### src/rtl/mem_access_stage_if.sv
// Data-cache request/response bus between the memory-access stage (master)
// and the data cache (slave).
interface mem_access_stage_if;
   logic        dc_req;
   logic        dc_we;
   logic [31:0] dc_addr;
   logic [31:0] dc_wdata;
   logic [3:0]  dc_be;
   logic        dc_ready;
   logic [31:0] dc_rdata;

   modport master (
      output dc_req, dc_we, dc_addr, dc_wdata, dc_be,
      input  dc_ready, dc_rdata
   );

   modport slave (
      input  dc_req, dc_we, dc_addr, dc_wdata, dc_be,
      output dc_ready, dc_rdata
   );
endinterface

### src/rtl/mem_access_stage.sv
// Memory-access stage: issues load/store requests to the data cache, stalls
// upstream while a request is outstanding and emits one writeback record per op.
// Cache handshake: dc_req stays high with all dc_* fields frozen until the
// edge on which dc_ready=1 is sampled; that edge retires the access.
module mem_access_stage (
   input  logic                       clk,
   input  logic                       rst,
   input  logic                       valid_in,
   input  logic [31:0]                alu_result,
   input  logic [31:0]                store_data,
   input  logic                       is_load_in,
   input  logic                       is_store_in,
   input  logic                       is_write_in,
   input  logic                       is_byte_in,
   input  logic [4:0]                 rd_in,
   output logic                       stall_out,
   mem_access_stage_if.master         dc,
   output logic                       wb_valid,
   output logic                       wb_write,
   output logic [4:0]                 wb_rd,
   output logic [31:0]                wb_data,
   output logic                       exc_misaligned,
   output logic                       state_dbg
);

   typedef enum logic {IDLE = 1'b0, REQ = 1'b1} state_t;

   state_t      state_q, state_d;
   logic        we_q, we_d;
   logic [31:0] addr_q, addr_d;
   logic [31:0] wdata_q, wdata_d;
   logic [3:0]  be_q, be_d;
   logic [1:0]  off_q, off_d;
   logic        byte_q, byte_d;
   logic [4:0]  rd_q, rd_d;
   logic        wb_valid_d, wb_write_d, exc_d;
   logic [4:0]  wb_rd_d;
   logic [31:0] wb_data_d;
   logic [7:0]  ld_byte;
   logic        is_mem, misaligned;

   assign is_mem     = is_load_in | is_store_in;
   assign misaligned = is_mem && !is_byte_in && (alu_result[1:0] != 2'b00);

   // dc_req tracks the state flop, so reset withdraws it immediately
   assign dc.dc_req   = (state_q == REQ);
   assign dc.dc_we    = we_q;
   assign dc.dc_addr  = addr_q;
   assign dc.dc_wdata = wdata_q;
   assign dc.dc_be    = be_q;
   assign stall_out   = (state_q == REQ);
   assign state_dbg   = state_q;

   always_ff @(posedge clk or negedge rst) begin
      if (!rst) state_q <= IDLE;
      else      state_q <= state_d;
   end

   always_comb begin
      state_d = state_q;
      case (state_q)
         IDLE:    if (valid_in && is_mem && !misaligned) state_d = REQ;
         REQ:     if (dc.dc_ready) state_d = IDLE;
         default: state_d = IDLE;
      endcase
   end

   always_comb begin
      case (off_q)
         2'd0:    ld_byte = dc.dc_rdata[7:0];
         2'd1:    ld_byte = dc.dc_rdata[15:8];
         2'd2:    ld_byte = dc.dc_rdata[23:16];
         default: ld_byte = dc.dc_rdata[31:24];
      endcase
   end

   always_comb begin
      wb_valid_d = 1'b0;
      wb_write_d = 1'b0;
      exc_d      = 1'b0;
      wb_rd_d    = wb_rd;
      wb_data_d  = wb_data;
      we_d       = we_q;
      addr_d     = addr_q;
      wdata_d    = wdata_q;
      be_d       = be_q;
      off_d      = off_q;
      byte_d     = byte_q;
      rd_d       = rd_q;
      case (state_q)
         IDLE: begin
            if (valid_in) begin
               if (!is_mem) begin
                  wb_valid_d = 1'b1;
                  wb_data_d  = alu_result;
                  wb_rd_d    = rd_in;
                  wb_write_d = is_write_in && (rd_in != 5'd0);
               end else if (misaligned) begin
                  wb_valid_d = 1'b1;
                  exc_d      = 1'b1;
                  wb_data_d  = alu_result;
                  wb_rd_d    = rd_in;
               end else begin
                  we_d    = is_store_in;
                  addr_d  = {alu_result[31:2], 2'b00};
                  be_d    = is_byte_in ? (4'b0001 << alu_result[1:0]) : 4'b1111;
                  wdata_d = is_byte_in ? {4{store_data[7:0]}} : store_data;
                  off_d   = alu_result[1:0];
                  byte_d  = is_byte_in;
                  rd_d    = rd_in;
               end
            end
         end
         REQ: begin
            if (dc.dc_ready) begin
               wb_valid_d = 1'b1;
               wb_rd_d    = rd_q;
               if (!we_q) begin
                  wb_write_d = (rd_q != 5'd0);
                  wb_data_d  = byte_q ? {{24{ld_byte[7]}}, ld_byte} : dc.dc_rdata;
               end else begin
                  wb_data_d  = 32'd0;
               end
            end
         end
         default: ;
      endcase
   end

   always_ff @(posedge clk or negedge rst) begin
      if (!rst) begin
         we_q           <= 1'b0;
         addr_q         <= 32'd0;
         wdata_q        <= 32'd0;
         be_q           <= 4'd0;
         off_q          <= 2'd0;
         byte_q         <= 1'b0;
         rd_q           <= 5'd0;
         wb_valid       <= 1'b0;
         wb_write       <= 1'b0;
         wb_rd          <= 5'd0;
         wb_data        <= 32'd0;
         exc_misaligned <= 1'b0;
      end else begin
         we_q           <= we_d;
         addr_q         <= addr_d;
         wdata_q        <= wdata_d;
         be_q           <= be_d;
         off_q          <= off_d;
         byte_q         <= byte_d;
         rd_q           <= rd_d;
         wb_valid       <= wb_valid_d;
         wb_write       <= wb_write_d;
         wb_rd          <= wb_rd_d;
         wb_data        <= wb_data_d;
         exc_misaligned <= exc_d;
      end
   end

endmodule

### src/flat_wrapper.sv
// flat-port wrapper written by rule: the top's interface ports become plain ports
module mem_access_stage_flat 
  (clk, rst, valid_in, alu_result, store_data, is_load_in, is_store_in, is_write_in, is_byte_in, rd_in, stall_out, wb_valid, wb_write, wb_rd, wb_data, exc_misaligned, state_dbg, dc_dc_req, dc_dc_we, dc_dc_addr, dc_dc_wdata, dc_dc_be, dc_dc_ready, dc_dc_rdata);
  mem_access_stage_if dc_i ();
  input  logic clk;
  input  logic rst;
  input  logic valid_in;
  input  logic [31:0] alu_result;
  input  logic [31:0] store_data;
  input  logic is_load_in;
  input  logic is_store_in;
  input  logic is_write_in;
  input  logic is_byte_in;
  input  logic [4:0] rd_in;
  output logic stall_out;
  output logic wb_valid;
  output logic wb_write;
  output logic [4:0] wb_rd;
  output logic [31:0] wb_data;
  output logic exc_misaligned;
  output logic state_dbg;
  output wire logic [$bits(dc_i.dc_req)-1:0] dc_dc_req;
  output wire logic [$bits(dc_i.dc_we)-1:0] dc_dc_we;
  output wire logic [$bits(dc_i.dc_addr)-1:0] dc_dc_addr;
  output wire logic [$bits(dc_i.dc_wdata)-1:0] dc_dc_wdata;
  output wire logic [$bits(dc_i.dc_be)-1:0] dc_dc_be;
  input wire logic [$bits(dc_i.dc_ready)-1:0] dc_dc_ready;
  input wire logic [$bits(dc_i.dc_rdata)-1:0] dc_dc_rdata;
  assign dc_dc_req = dc_i.dc_req;
  assign dc_dc_we = dc_i.dc_we;
  assign dc_dc_addr = dc_i.dc_addr;
  assign dc_dc_wdata = dc_i.dc_wdata;
  assign dc_dc_be = dc_i.dc_be;
  assign dc_i.dc_ready = dc_dc_ready;
  assign dc_i.dc_rdata = dc_dc_rdata;
  mem_access_stage u_core (.clk(clk), .rst(rst), .valid_in(valid_in), .alu_result(alu_result), .store_data(store_data), .is_load_in(is_load_in), .is_store_in(is_store_in), .is_write_in(is_write_in), .is_byte_in(is_byte_in), .rd_in(rd_in), .stall_out(stall_out), .dc(dc_i), .wb_valid(wb_valid), .wb_write(wb_write), .wb_rd(wb_rd), .wb_data(wb_data), .exc_misaligned(exc_misaligned), .state_dbg(state_dbg));
endmodule
### config.mk
export PLATFORM = sky130hd
export DESIGN_NAME = mem_access_stage_flat
export DESIGN_NICKNAME = d
export VERILOG_FILES = /design/src/rtl/mem_access_stage_if.sv /design/src/rtl/mem_access_stage.sv /design/src/flat_wrapper.sv
export SDC_FILE = /design/constraint.sdc
export NUM_CORES = 1
export LEC_CHECK = 0
export BUFFER_PORTS_ARGS = -buffer_cell sky130_fd_sc_hd__buf_2
export CORE_MARGIN = 10
export CORE_UTILIZATION = 46
export CTS_BUF_LIST = sky130_fd_sc_hd__clkbuf_4 sky130_fd_sc_hd__clkbuf_8
export CTS_CLUSTER_DIAMETER = 50
export DETAILED_ROUTE_END_ITERATION = 7
export GPL_TIMING_DRIVEN = 1
export PLACE_DENSITY = 0.79
export SYNTH_ARGS = -nofsm -noshare
export SYNTH_HDL_FRONTEND = slang
export SYNTH_SLANG_ARGS = --single-unit
### constraint.sdc
create_clock -name clk -period 1.7 [get_ports clk]
set_clock_uncertainty 0.2 [all_clocks]
set_input_delay 0.085 -clock clk [delete_from_list [all_inputs] [get_ports clk]]
set_output_delay 0.085 -clock clk [all_outputs]
set_load 0.01 [all_outputs]
-- After elaboration in Yosys (flattened, before gate mapping)
Cells that the tools add are included.
- bits of input ports: 109
- word-level logic and storage cells: 66
- output and inout bits: 112
- bits in registers: 116
- bitwise gates (word level): 3
- shifts and indexed selects: 1
- equality and inequality tests: 5
- multiplexer cells: 31
- reductions and logical operators: 13
- operators with widths (kind ; number):
    32-bit 2-to-1 mux ; 7
    32-bit one-hot mux with 2 select lines ; 1
    8-bit one-hot mux with 3 select lines ; 1
    5-bit 2-to-1 mux ; 4
    1-bit 2-to-1 mux ; 13
    5-bit one-hot mux with 2 select lines ; 1
    5-bit nonzero test ; 2
    1-bit one-hot mux with 2 select lines ; 3
    1-bit logical AND ; 5
    4-bit 2-to-1 mux ; 1
    2-bit != test, second input constant ; 2
    4-bit AND reduction ; 1
    1-bit by 2-bit left shift with 4-bit output, first input constant ; 1
    3-bit != test, second input constant ; 1
    3-bit AND reduction ; 1
    2-bit by 1-bit == test with 1-bit output, second input constant ; 1
    2-bit == test, second input constant ; 1
    1-bit logical NOT ; 2
    2-bit logical NOT ; 1
    1-bit inverter ; 2
    2-bit nonzero test ; 1
    1-bit OR ; 1

-- Logic depth before layout (Yosys ltp)
- depth after elaboration: 7
- depth in mapped cells: 6
- gate-level depth less buffers: 3

-- Worst setup path before layout
Ideal clock, no wire load.
- kind: register to register
- start point: reg u_core.state_q (netlist: u_core.dc.dc_req)
- end point: reg u_core.wb_rd[0]
- setup slack: -0.201 ns
- arrival time: 1.576 ns
- data required time: 1.375 ns
- period minus slack after synthesis: 1.901 ns
- cell stages (with the launch flop): 6
- buffers on the path: 2
- library setup time: 0.125 ns
- cell sequence: dfrtp_1 > buf_2 > nor4b_4 > a211o_1 > buf_6 > mux2_4
- longest elaborated chain between the ends: 3
- elaborated cells between the ends (all ways): 6
- classes of those cells: eq/ne: 3; mux: 1; bitwise: 1; reduce/logical: 1
- RTL lines (element ; line ; RTL):
    from (decl) ; mem_access_stage.sv:28 ; state_t state_q, state_d;
    from (signal assigned) ; mem_access_stage.sv:56 ; else state_q <= state_d;
    1-bit inverter (no source line) ; - ;
    3-bit != test (no source line) / 2-bit != test (equally long branches) ; - ;
    3-bit AND reduction (no source line) ; - ;
    to (signal assigned) ; mem_access_stage.sv:154 ; wb_rd <= wb_rd_d;
    to (decl) ; mem_access_stage.sv:20 ; output logic [4:0] wb_rd,
Several ways; a longest one is shown, not always the timed one.
A chain may end at the register's enable or synchronous reset.

-- Worst setup path in the final report
- start point: reg u_core.state_q (netlist: u_core.dc.dc_req)
- end point: reg u_core.wb_data[28]
- longest elaborated chain between the ends: 3
- elaborated cells between the ends (all ways): 6
- classes of those cells: eq/ne: 3; mux: 1; bitwise: 1; reduce/logical: 1
- RTL lines (element ; line ; RTL):
    1-bit inverter (no source line) ; - ;
    3-bit != test (no source line) / 2-bit != test (equally long branches) ; - ;
    3-bit AND reduction (no source line) ; - ;
    to (signal assigned) ; mem_access_stage.sv:155 ; wb_data <= wb_data_d;
    to (decl) ; mem_access_stage.sv:21 ; output logic [31:0] wb_data,
Several ways; a longest one is shown, not always the timed one.

==> impl_metrics.yaml <==
hold_path:
  worst_hold_path_type: "in -> reg"
  hold_depth: 5
timing:
  rsz0062_at_grt: "true"
  timing_hold_violations_final: 0
  tightest_slew_ns: 0.536
  fmax_mhz: 541
  slew_violations: 0
  worst_slack_ns: -0.149
  finalCritPeriodShare_pct: 109
  setup_viol: 99
  hold-worst-slack_ns: 0.0712
  period_minus_slack_ns: 1.85
  finalSetupTns_ns: -3.49
  max_slew_margin_pct: 63.3
grt:
  grt_usage_pct: 25.4
  antenna_found_initial: 5
  grt_pass1_vias: 6362
  grt_max_degree: 58
  grt_pass1_wl_mm: 35.3
  overflow: 0
yosys:
  synth.largest_area_cell: "dfrtp_1"
  synthesis.area_mm2: 0.00578
  synth_area_leaders: "dfrtp_1, mux2_2, a2111oi_0"
  yosysUniqueCellTypes: 36
  avgSynthCellArea_um2: 11.4
  synth-seq-cells: 116
  synth_top_area_share_pct: 50.2
  yosys_warnings: 0
  synth_cells: 506
  ys_seq_area_share_pct: 50.2
route:
  viasPerCell: 5.88
  drtIter0Drc: 755
  drc_errors: 0
  drt.antenna.violating_nets: 0
  wire_per_inst_um: 23.3
  detail_route.wirelength_mm: 23.8
  vias: 6001
  dr.pass1.iters: 6
placement:
  dp_cells: 872
  portBuffers: 218
  dp_hpwl_mm: 14.6
  place_congestion: 0.919
floorplanning:
  rows: 40
  die_height_um: 132
  pin_count: 221
  dieArea_mm2: 0.0175
  start_util_pct: 47.6
  core-area_mm2: 0.0122
  die_w_um: 132
final_layout:
  n_fill_cell: 768
  final_cells: 1021
  fin_nets: 948
  syn_to_final_growth_pct: 54.9
  drive_above_1_share_pct: 49.3
critical_path:
  cp_max_fo: 32
  worstPathRequired_ns: 1.80
  ff2ff_path_depth: 4
  cp.arrival_ns: 1.95
  start_kind: "flip-flop"
  path_class: "reg -> reg"
  cp-end-kind: "flip-flop"
clocking:
  clkLatencyLatePin_ns: 0.44
  cts_tree: "done"
  cts_root_buf: "clkbuf_8"
  cts_max_level: 4
  cts.sinks: 116
  cts.clk_slew.worst_paths_ns: 0.07
  cts_buffers: 17
  clock_path_buffers: 2
power:
  combPwrFrac_pct: 36.8
  sw_frac_of_total_pct: 34.0
  leakagePower_uw: 0.00411
  ir_worst_vdd_mv: 0.605
  power_switching_uw: 3600
  p_clk_share_pct: 24.9
  internal-power_uw: 6980
  power_frac_seq_pct: 38.3
  power.density_mw_per_mm2: 1180
outcome:
  status: "finished with violations"
  violations: "setup timing"
job:
  maxCapViolCount: 0
[power by group through the flow]
stage	sequential [µW]	combinational, µW	clock [µW]
4_1_cts	3980	3590	2660
2_1_floorplan	4300	1500	0
3_5_place_dp	4010	3350	0
3_3_place_gp	3980	3260	0
6_report	4050	3900	2630
5_1_grt	4120	4160	2830
[worst max-delay path, cell delays in order, from the launching register on]
cell and delay [ns]:
dfrtp_2 0.48, and2_4 0.20, buf_12 0.17, a2111oi_0 0.53, a31oi_1 0.12
[flip-flops by register name, summed over array words and instances, names as in the netlist]
name and count:
u_core.wb_write 1, u_core.wb_valid 1, u_core.dc.dc_we 1, u_core.rd_q 5, u_core.off_q 2, u_core.wb_data 32
u_core.dc.dc_req 1, u_core.dc.dc_wdata 32, u_core.dc.dc_be 4, u_core.byte_q 1, u_core.exc_misaligned 1, u_core.dc.dc_addr 30
u_core.wb_rd 5
[layout by cell type, fill, tap and decap left out, types with 3 or more instances in the layout]
cell type / n
buf_12: 10
a2111oi_1: 11
mux2i_1: 3
clkbuf_4: 4
nand2_2: 4
a31oi_4: 3
a31oi_2: 4
buf_6: 7
dlygate4sd3_1: 107
or2_2: 25
a31oi_1: 35
o211ai_1: 27
buf_2: 217
dfrtp_1: 115
inv_1: 24
a2111oi_2: 7
buf_4: 20
nand2_1: 38
a2111oi_0: 14
mux2_4: 5
mux2_2: 69
mux2_1: 6
mux4_2: 8
nor2b_1: 7
o21ai_0: 26
diode_2: 3
clkbuf_8: 22
[logic make-up after synthesis]
kind of cell	after synthesis	synth area share [%]
buffers and inverters	77	6.19
other	1	0.0648
DFF	116	50.2
and+or+nand+nor	91	8.46
muxes	91	19.5
AOI/OAI and AO/OA	130	15.6
[cells in the mapped netlist (all sizes together)]
library cell	instances
nand3	1
conb	1
mux2	80
or4	2
clkbuf	26
nand2	42
o21ai	26
nor4b	1
a21o	1
inv	24
nor2	2
and3	2
mux2i	3
nand2b	2
a2111oi	32
nor3b	1
a31oi	42
nor2b	9
and2	1
and3b	1
dfrtp	116
a211o	1
mux4	8
or2	27
buf	25
clkinv	2
o211ai	28
[stage by stage]
stage / instance area [µm²] / util, % / total power, µW / setup WS, ns
after global routing: 8960 / 73.7 / 11100 / -0.288
after detailed placement: 7190 / 59.1 / 7370 / -0.152
after CTS: 8690 / 71.5 / 10200 / -0.0407
final: 8960 / 73.7 / 10600 / -0.149
after global placement: 7190 / 59.1 / 7240 / -0.0106
after floorplan: 5810 / - / 5810 / -0.128
[cell type report]
type	count	area [µm²]	area share (%)
Tap cell	168	210	2.35
Sequential cell	116	2900	32.4
Inverter	26	97.6	1.09
Multi-Input combinational cell	314	2690	30.0
Clock buffer	26	333	3.71
Clock inverter	4	70.1	0.782
Antenna cell	3	7.51	0.0838
Timing Repair Buffer	364	2650	29.6
[layer usage]
layer	vias to the layer above	global-route usage, %	part of all wire, %
met1	2872	28.0	35
met2	477	42.2	49
met3	116	10.4	12
met4	6	11.2	4.6
li1	2530	-	-
met5	-	0	0.18
[final timing paths]
path	startpoint	end	slack, ns
max in group asynchronous	rst	u_core.dc.dc_wdata[8]$_DFFE_PN0P_	0.17
min in group asynchronous	rst	u_core.wb_data[20]$_DFFE_PN0P_	0.48
max reg2reg	u_core.dc.dc_req$_DFF_PN0_	u_core.wb_data[28]$_DFFE_PN0P_	-0.15
min	is_load_in	u_core.wb_write$_DFF_PN0_	0.07
min reg2reg	u_core.dc.dc_be[0]$_DFFE_PN0P_	u_core.dc.dc_be[0]$_DFFE_PN0P_	0.28
max	u_core.dc.dc_req$_DFF_PN0_	u_core.wb_data[28]$_DFFE_PN0P_	-0.15
[repair_timing]
action                                  CTS  global route
hold endpoints to repair                228             0
hold buffers                            107             0
gates cloned                              0             4
pin swaps                                 3             6
endpoints found under the setup margin   77            81
resized for setup                         8            41
setup buffers                             1             4
Power figures use the tool's default switching activity.
